### config.mk
export PLATFORM = sky130hd
export DESIGN_NAME = mc_control_fsm
export DESIGN_NICKNAME = d
export VERILOG_FILES = /design/src/rtl/mc_control_fsm.sv
export SDC_FILE = /design/constraint.sdc
export NUM_CORES = 1
export LEC_CHECK = 0
export CORE_ASPECT_RATIO = 2
export CORE_MARGIN = 2
export CORE_UTILIZATION = 48
export DETAILED_ROUTE_END_ITERATION = 7
export PLACE_DENSITY = 0.8
export SYNTH_ARGS = -nofsm -noshare
export SYNTH_HDL_FRONTEND = slang
export SYNTH_SLANG_ARGS = --single-unit
export TNS_END_PERCENT = 100
### constraint.sdc
create_clock -name clk -period 2.6 [get_ports clk]
set_input_delay 0.52 -clock clk [delete_from_list [all_inputs] [get_ports clk]]
set_output_delay 0.52 -clock clk [all_outputs]
set_load 0.05 [all_outputs]
### src/rtl/mc_control_fsm.sv
// Multi-cycle MIPS-subset main control: Moore FSM driving datapath strobes,
// plus a retired-instruction counter and an unsupported-opcode flag.
module mc_control_fsm #(
  parameter int CNT_W = 32
) (
  input  logic             clk,
  input  logic             rst,
  input  logic [5:0]       Op,
  output logic             PCWrite,
  output logic             PCWriteCond,
  output logic [1:0]       PCSource,
  output logic             BEQorBNE,
  output logic             IorD,
  output logic             MemRead,
  output logic             MemWrite,
  output logic             IRWrite,
  output logic             MemtoReg,
  output logic             RegDst,
  output logic             RegWrite,
  output logic             ALUSrcA,
  output logic [1:0]       ALUSrcB,
  output logic [1:0]       ALUOp,
  output logic [3:0]       state,
  output logic [CNT_W-1:0] instr_count,
  output logic             illegal_op
);

  localparam logic [5:0] OP_R    = 6'b000000;
  localparam logic [5:0] OP_LW   = 6'b100011;
  localparam logic [5:0] OP_SW   = 6'b101011;
  localparam logic [5:0] OP_BEQ  = 6'b000100;
  localparam logic [5:0] OP_BNE  = 6'b000101;
  localparam logic [5:0] OP_J    = 6'b000010;
  localparam logic [5:0] OP_ADDI = 6'b001000;

  typedef enum logic [3:0] {
    FETCH     = 4'd0,
    DECODE    = 4'd1,
    MEM_ADDR  = 4'd2,
    MEM_READ  = 4'd3,
    MEM_WB    = 4'd4,
    MEM_WRITE = 4'd5,
    R_EXEC    = 4'd6,
    R_WB      = 4'd7,
    BRANCH    = 4'd8,
    JUMP      = 4'd9,
    ADDI_EXEC = 4'd10,
    ADDI_WB   = 4'd11
  } state_t;

  typedef struct packed {
    logic       pc_write;
    logic       pc_write_cond;
    logic [1:0] pc_source;
    logic       ior_d;
    logic       mem_read;
    logic       mem_write;
    logic       ir_write;
    logic       mem_to_reg;
    logic       reg_dst;
    logic       reg_write;
    logic       alu_src_a;
    logic [1:0] alu_src_b;
    logic [1:0] alu_op;
  } ctrl_t;

  state_t cur;
  ctrl_t  ctrl;

  function automatic logic is_supported(input logic [5:0] op);
    return (op == OP_R) || (op == OP_LW) || (op == OP_SW) || (op == OP_BEQ) ||
           (op == OP_BNE) || (op == OP_J) || (op == OP_ADDI);
  endfunction

  function automatic logic is_terminal(input state_t s);
    return (s == MEM_WB) || (s == MEM_WRITE) || (s == R_WB) ||
           (s == BRANCH) || (s == JUMP) || (s == ADDI_WB);
  endfunction

  function automatic state_t next_of(input state_t s, input logic [5:0] op);
    state_t n;
    n = FETCH;
    case (s)
      FETCH: n = DECODE;
      DECODE: begin
        case (op)
          OP_LW, OP_SW:   n = MEM_ADDR;
          OP_R:           n = R_EXEC;
          OP_BEQ, OP_BNE: n = BRANCH;
          OP_J:           n = JUMP;
          OP_ADDI:        n = ADDI_EXEC;
          default:        n = FETCH;
        endcase
      end
      MEM_ADDR:  n = (op == OP_SW) ? MEM_WRITE : MEM_READ;
      MEM_READ:  n = MEM_WB;
      R_EXEC:    n = R_WB;
      ADDI_EXEC: n = ADDI_WB;
      default:   n = FETCH;
    endcase
    return n;
  endfunction

  function automatic ctrl_t ctrl_of(input state_t s);
    ctrl_t c;
    c = '0;
    case (s)
      FETCH: begin
        c.mem_read  = 1'b1;
        c.ir_write  = 1'b1;
        c.pc_write  = 1'b1;
        c.alu_src_b = 2'b01;
      end
      DECODE: c.alu_src_b = 2'b11;
      MEM_ADDR, ADDI_EXEC: begin
        c.alu_src_a = 1'b1;
        c.alu_src_b = 2'b10;
      end
      MEM_READ: begin
        c.mem_read = 1'b1;
        c.ior_d    = 1'b1;
      end
      MEM_WRITE: begin
        c.mem_write = 1'b1;
        c.ior_d     = 1'b1;
      end
      MEM_WB: begin
        c.reg_write  = 1'b1;
        c.mem_to_reg = 1'b1;
      end
      ADDI_WB: c.reg_write = 1'b1;
      R_EXEC: begin
        c.alu_src_a = 1'b1;
        c.alu_op    = 2'b10;
      end
      R_WB: begin
        c.reg_write = 1'b1;
        c.reg_dst   = 1'b1;
      end
      BRANCH: begin
        c.alu_src_a     = 1'b1;
        c.alu_op        = 2'b01;
        c.pc_write_cond = 1'b1;
        c.pc_source     = 2'b01;
      end
      JUMP: begin
        c.pc_write  = 1'b1;
        c.pc_source = 2'b10;
      end
      default: c = '0;
    endcase
    return c;
  endfunction

  // Strobes are registered from the next state so they line up with the state register.
  always_ff @(posedge clk or posedge rst) begin
    if (rst) begin
      cur         <= FETCH;
      ctrl        <= ctrl_of(FETCH);
      instr_count <= '0;
    end else begin
      cur  <= next_of(cur, Op);
      ctrl <= ctrl_of(next_of(cur, Op));
      if (is_terminal(cur))
        instr_count <= instr_count + CNT_W'(1);
    end
  end

  assign state       = cur;
  assign PCWrite     = ctrl.pc_write;
  assign PCWriteCond = ctrl.pc_write_cond;
  assign PCSource    = ctrl.pc_source;
  assign IorD        = ctrl.ior_d;
  assign MemRead     = ctrl.mem_read;
  assign MemWrite    = ctrl.mem_write;
  assign IRWrite     = ctrl.ir_write;
  assign MemtoReg    = ctrl.mem_to_reg;
  assign RegDst      = ctrl.reg_dst;
  assign RegWrite    = ctrl.reg_write;
  assign ALUSrcA     = ctrl.alu_src_a;
  assign ALUSrcB     = ctrl.alu_src_b;
  assign ALUOp       = ctrl.alu_op;

  // Branch polarity and the illegal flag follow Op live, since IR is valid only from DECODE.
  assign BEQorBNE   = (cur == BRANCH) && (Op == OP_BEQ);
  assign illegal_op = (cur == DECODE) && !is_supported(Op);

endmodule
### Word level (Yosys, flattened, before mapping)

Cells that the tools add are included.
Widths: inputs -> output; s select.

* bits in registers: 52
* input bits: 8
* output and inout bits: 54
* logic and storage cells: 85

* $add $sub $neg: 1
* equal/unequal tests: 28
* muxes and demuxes: 16
* reduce and logical (&&, ||, !) cells: 25

Operator list (count)
* $add 32x1->32 const B: 1
* $eq 4x3->1 const B: 8
* $eq 4x4->1 const B: 8
* $pmux 4 s6: 1
* $pmux 4 s5: 1
* $eq 4x2->1 const B: 4
* $eq 6x3->1 const B: 2
* $eq 6x6->1 const B: 2
* $reduce_or 2->1: 6
* $logic_or 1x1->1: 11
* $mux 1: 10
* $eq 4x1->1 const B: 2
* $logic_not 4->1: 2
* $pmux 2 s2: 2
* $eq 6x2->1 const B: 1
* $eq 6x4->1 const B: 1
* $logic_not 6->1: 1
* $pmux 2 s3: 1
* $reduce_or 4->1: 1
* $mux 3: 1
* $reduce_or 3->1: 1
* $logic_and 1x1->1: 2
* $logic_not 1->1: 1

### Depth between registers and ports, before layout

* depth after elaboration: 9
* mapped depth: 7
* depth with buffers taken out: 6

### Least setup slack after synthesis

OpenSTA, ideal clock, no wires.

* path type: register to output
* start: register cur[3], in the netlist state[3]
* end: output BEQorBNE
* arrival time: 2.665 ns
* data required time: 2.080 ns
* path slack: -0.585 ns
* cell stages (with the launch flop): 4
* buffers on the path: 1
* cell sequence: dfrtp_1 > clkbuf_1 > or4b_2 > nor3_1

* cells in the longest elaborated chain, start to end: 2

RTL lines
* start, declared: line 67 `state_t cur;`
* start signal, assigned: line 162 `cur <= next_of(cur, Op);`
* $eq 4x4->1: line 185 `assign BEQorBNE = (cur == BRANCH) && (Op == OP_BEQ);`
* $logic_and 1x1->1: line 185
* end, declared: line 12 `output logic BEQorBNE,`

No other way between the ends.

### Worst setup path after layout

* start: input Op[1]
* end: output illegal_op

* cells in the longest elaborated chain, start to end: 9
* elaborated cells on any way between the ends: 15
* those cells by class: eq/ne (6); reduce/logical (9)

RTL lines
* start, declared: line 8 `input logic [5:0] Op,`
* $eq 6x6->1 or $logic_not 6->1 (tied branches): line 71 `return (op == OP_R) || (op == OP_LW) || (op == OP_SW) || (op == OP_BEQ) ||`
* $logic_or 1x1->1 (4 in series): line 71
* $logic_or 1x1->1: line 72 `(op == OP_BNE) || (op == OP_J) || (op == OP_ADDI);`
* $logic_or 1x1->1 *: line 72
* $logic_not 1->1 *: line 186 `assign illegal_op = (cur == DECODE) && !is_supported(Op);`
* $logic_and 1x1->1 *: line 186
* end, declared: line 25 `output logic illegal_op`

Every way passes the cells marked *; elsewhere a longest branch is shown, timed or not.

==> results.md <==
* Combined flip-flop and latch cell area at 0.001256 mm2
* Count of final hold-check violations at 0
* Weighted congestion at the end of routability-driven global placement at 0.9107
* Critical-path cell list: clkdlybuf4s50_1, and3_2, o21ai_0, and3b_1, buf_12
* Leading area contributor after synthesis: sky130_fd_sc_hd__dfrtp_1
* Design Power at 2342 uW
* GRT Overall Usage at 21.86%
* Share of synthesized area occupied by flip-flops and latches at 54.86%
* Commonest cells in the synthesized netlist: 46 x sky130_fd_sc_hd__dfrtp_1, 20 x sky130_fd_sc_hd__nand2_1, 20 x sky130_fd_sc_hd__xnor2_1
* Worst path arrival time at 1.98 ns
* Max-cap check violation count at 0
* Number of flip-flops in the largest register at 32
* Diode count at 0
* PwrDens at 744.1 mW/mm2
* Synthesized-area fraction occupied by ao, oa, aoi and oai cells at 5.191%
* Total of endpoints with negative setup slack in the final report at 0
* Fraction of synthesized cell area taken by the top area cell type at 50.27%
* Slowest cell on the critical path: sky130_fd_sc_hd__clkdlybuf4s50_1
* Final WL at 5.288 mm
* Result of the run: finished clean
* Setup repair after global routing missed its margin: false
* Minimum period implied by the final worst setup slack at 2.499 ns
* Deepest level of the CTS H-tree at 2
* Number of buffers on the longest clock path at 2
* Cell depth of the worst flop-to-flop path at 5
* DRC marker count from the first detailed-route iteration at 26
* Area of the multi-input gates at 989.7 um2
* Hold slack at 0.4831 ns
* Setup TNS Final at 0 ns
* Number of detailed-routing iterations run before antenna repair at 4
* Share of synthesized area spent on multiplexers at 0.4918%
* Number of routed nets with antenna violations at 0
* Biggest register: instr_count
* Half-perimeter wire length of the detailed placement result at 4.202 mm
* Endpoint kind of the worst setup timing path: output port
* DR vias at 1,923
* Final layout net count at 295
* Slew @ Worst Pin at 0.5313 ns
* Post-route clock skew at 0.01088 ns
* Vias in the first global route at 1,873
* Number of flops mapped to enable cells by yosys at 0
* Antenna violations before repair at 0
* Static leakage power at 0.001352 uW
* Rows at 35
* Combinational family with the most area after synthesis: simple AND/OR/NAND/NOR gates
* Routed length on met3 at 211 um
* Detail Route met2 WL at 3.087 mm
* Fraction of the mapped netlist area in adder cells at 0.5464%
* Initial core utilization at 49.80%
* Number of fill cells in the layout at 398
* Post-route fraction of the period consumed by the critical path at 96.13%
* Clk Latency, worst-skew pair at 0.29 ns
* Worst min-delay path category: flip-flop to flip-flop
* Die X at 52.84 um
* Main flop type after synthesis: sky130_fd_sc_hd__dfrtp_1
* Syn avg cell area at 10.60 um2
* Fraction of registers with async set or reset after synthesis at 100.0%
* Most instantiated library cell after synthesis: sky130_fd_sc_hd__dfrtp_1
* Synthesized net count at 225
* Max frequency at 400.1 MHz
* Required @ worst endpoint at 2.08 ns
* Fraction of final layout cells sized beyond drive strength 1 at 10.80%
* Number of top-level design ports at 62
* Floorplan Core Area at 0.004598 mm2
* Longest individual stage delay on the worst path at 0.54 ns
* CTS root buffer: sky130_fd_sc_hd__clkbuf_8
* Grt total ovfl at 0
* Worst hold path cell count at 1
* Xor-xnor portion of the synthesized cell area at 12.62%
* Top layer used by detailed routing: met4
* Largest net degree at the start of global routing at 28
* Startpoint kind of the worst setup timing path: primary input
* Area of the die at 0.005372 mm2
* Max-slew headroom at 64.51%
* Layout overhead on the synthesized area at 37.43%
* #FFs+latches synth at 50
* Remaining routing DRC violations at 0
* Die extent in y at 101.7 um
* Count of cell types in the netlist at 42
* Peak supply drop at 0.6124 mV
* Synthesis Warnings at 0
* TritonCTS buffer count at 5
* Finished Core Util at 68.44%
* Number of max-slew violations in the final report at 0
* Largest fanout of any net on the critical path at 7
* CTS tree: yes
* Reg clk slew, reported paths at 0.09 ns
* Clock Sink Count at 50
* Count of buffers from port buffering at 61
* Instance count of the mapped netlist at 216
* Type of the setup path with the least slack: primary input to output port
* WL met1 at 1.750 mm
* Global-route wire length before repair at 8.611 mm
* Basic-gate share of the synthesized area counting and, or, nand and nor cells at 23.66%
* Average wire per standard cell at 15.46 um
* Netlist area before placement at 0.002290 mm2
* Top area cells in the synthesized netlist: sky130_fd_sc_hd__dfrtp_1 50%, sky130_fd_sc_hd__xnor2_1 7.7%, sky130_fd_sc_hd__xor2_1 5.0%
* Detailed-route vias per instance at 5.623
## kinds of logic (layout without fill, tap and decap cells)
logic type,after synthesis,count (layout)
buffers and inverters,11,82
xor gates and xnor gates,33,33
AOI/OAI and AO/OA,18,18
muxes,1,1
and+or+nand+nor,102,102
adders and majority gates,1,1
DFF,50,50
## cells in the final DEF (no fill, tap or decap), types with 7 or more instances in the layout
cell	instances
sky130_fd_sc_hd__xnor2_1	20
sky130_fd_sc_hd__nor2_1	19
sky130_fd_sc_hd__nand2_1	20
sky130_fd_sc_hd__clkdlybuf4s50_1	59
sky130_fd_sc_hd__xor2_1	13
sky130_fd_sc_hd__nor3_1	11
sky130_fd_sc_hd__nand4_1	9
sky130_fd_sc_hd__o21ai_0	7
sky130_fd_sc_hd__dfrtp_1	46
sky130_fd_sc_hd__buf_4	8
sky130_fd_sc_hd__nand3_1	12
## area by class of cell
type,count,area share [%]
clock buffers,7,2.425
clock inverters,1,0.9543
inverters,4,0.4771
multi-input cells,155,31.45
flip-flops and latches,50,39.92
well taps,55,2.187
repair buffers,70,22.58
## critical path: cells and delay by family
kind | cells | cell delay [ns]
buffers and inverters | 2 | 0.69
AND/OR/NAND/NOR | 2 | 0.54
AO/OA/AOI/OAI | 1 | 0.24
## stage by stage
stage / std cells / setup slack (ns) / cell area (um2)
detailed placement: 334 / -0.03953 / 3035
global route: 342 / 0.01035 / 3147
global placement: 334 / 0.1128 / 3035
CTS: 342 / 0.1179 / 3142
floorplan: 216 / 0.004758 / 2301
finish: 342 / 0.1006 / 3147
## per-layer routing
| metal | vias to the layer above | global-route usage (%) |
|---|---|---|
| met5 | - | 0 |
| met4 | 0 | 12.43 |
| met3 | 21 | 3.687 |
| met2 | 71 | 40.77 |
| met1 | 937 | 21.42 |
| li1 | 894 | - |
## what timing repair did
item | in CTS | in global routing
setup endpoints to repair | 0 | 2
hold buffers | 0 | 0
endpoints found under the hold margin | 0 | 0
buffers inserted | 0 | 0
gates resized for setup | 0 | 1
## power breakdown
| group | internal [uW] | total, uW | switching (uW) |
|---|---|---|---|
| logic | 297 | 861 | 564 |
| clock network | 288 | 525 | 237 |
| registers | 881 | 956 | 74.7 |
| total | 1470 | 2340 | 876 |
## worst paths after layout
kind,slack [ns],endpoint,startpoint
worst max-delay path,0.10,illegal_op,Op[1]
worst min-delay path,0.48,instr_count[31],instr_count[31]
worst max register to register,0.34,instr_count[25],state[1]
worst min register to register,0.48,instr_count[31],instr_count[31]
max in group asynchronous,1.43,ALUSrcB[0],rst
min in group asynchronous,0.58,instr_count[14],rst
Note: power is estimated with default switching activity, not from simulation.
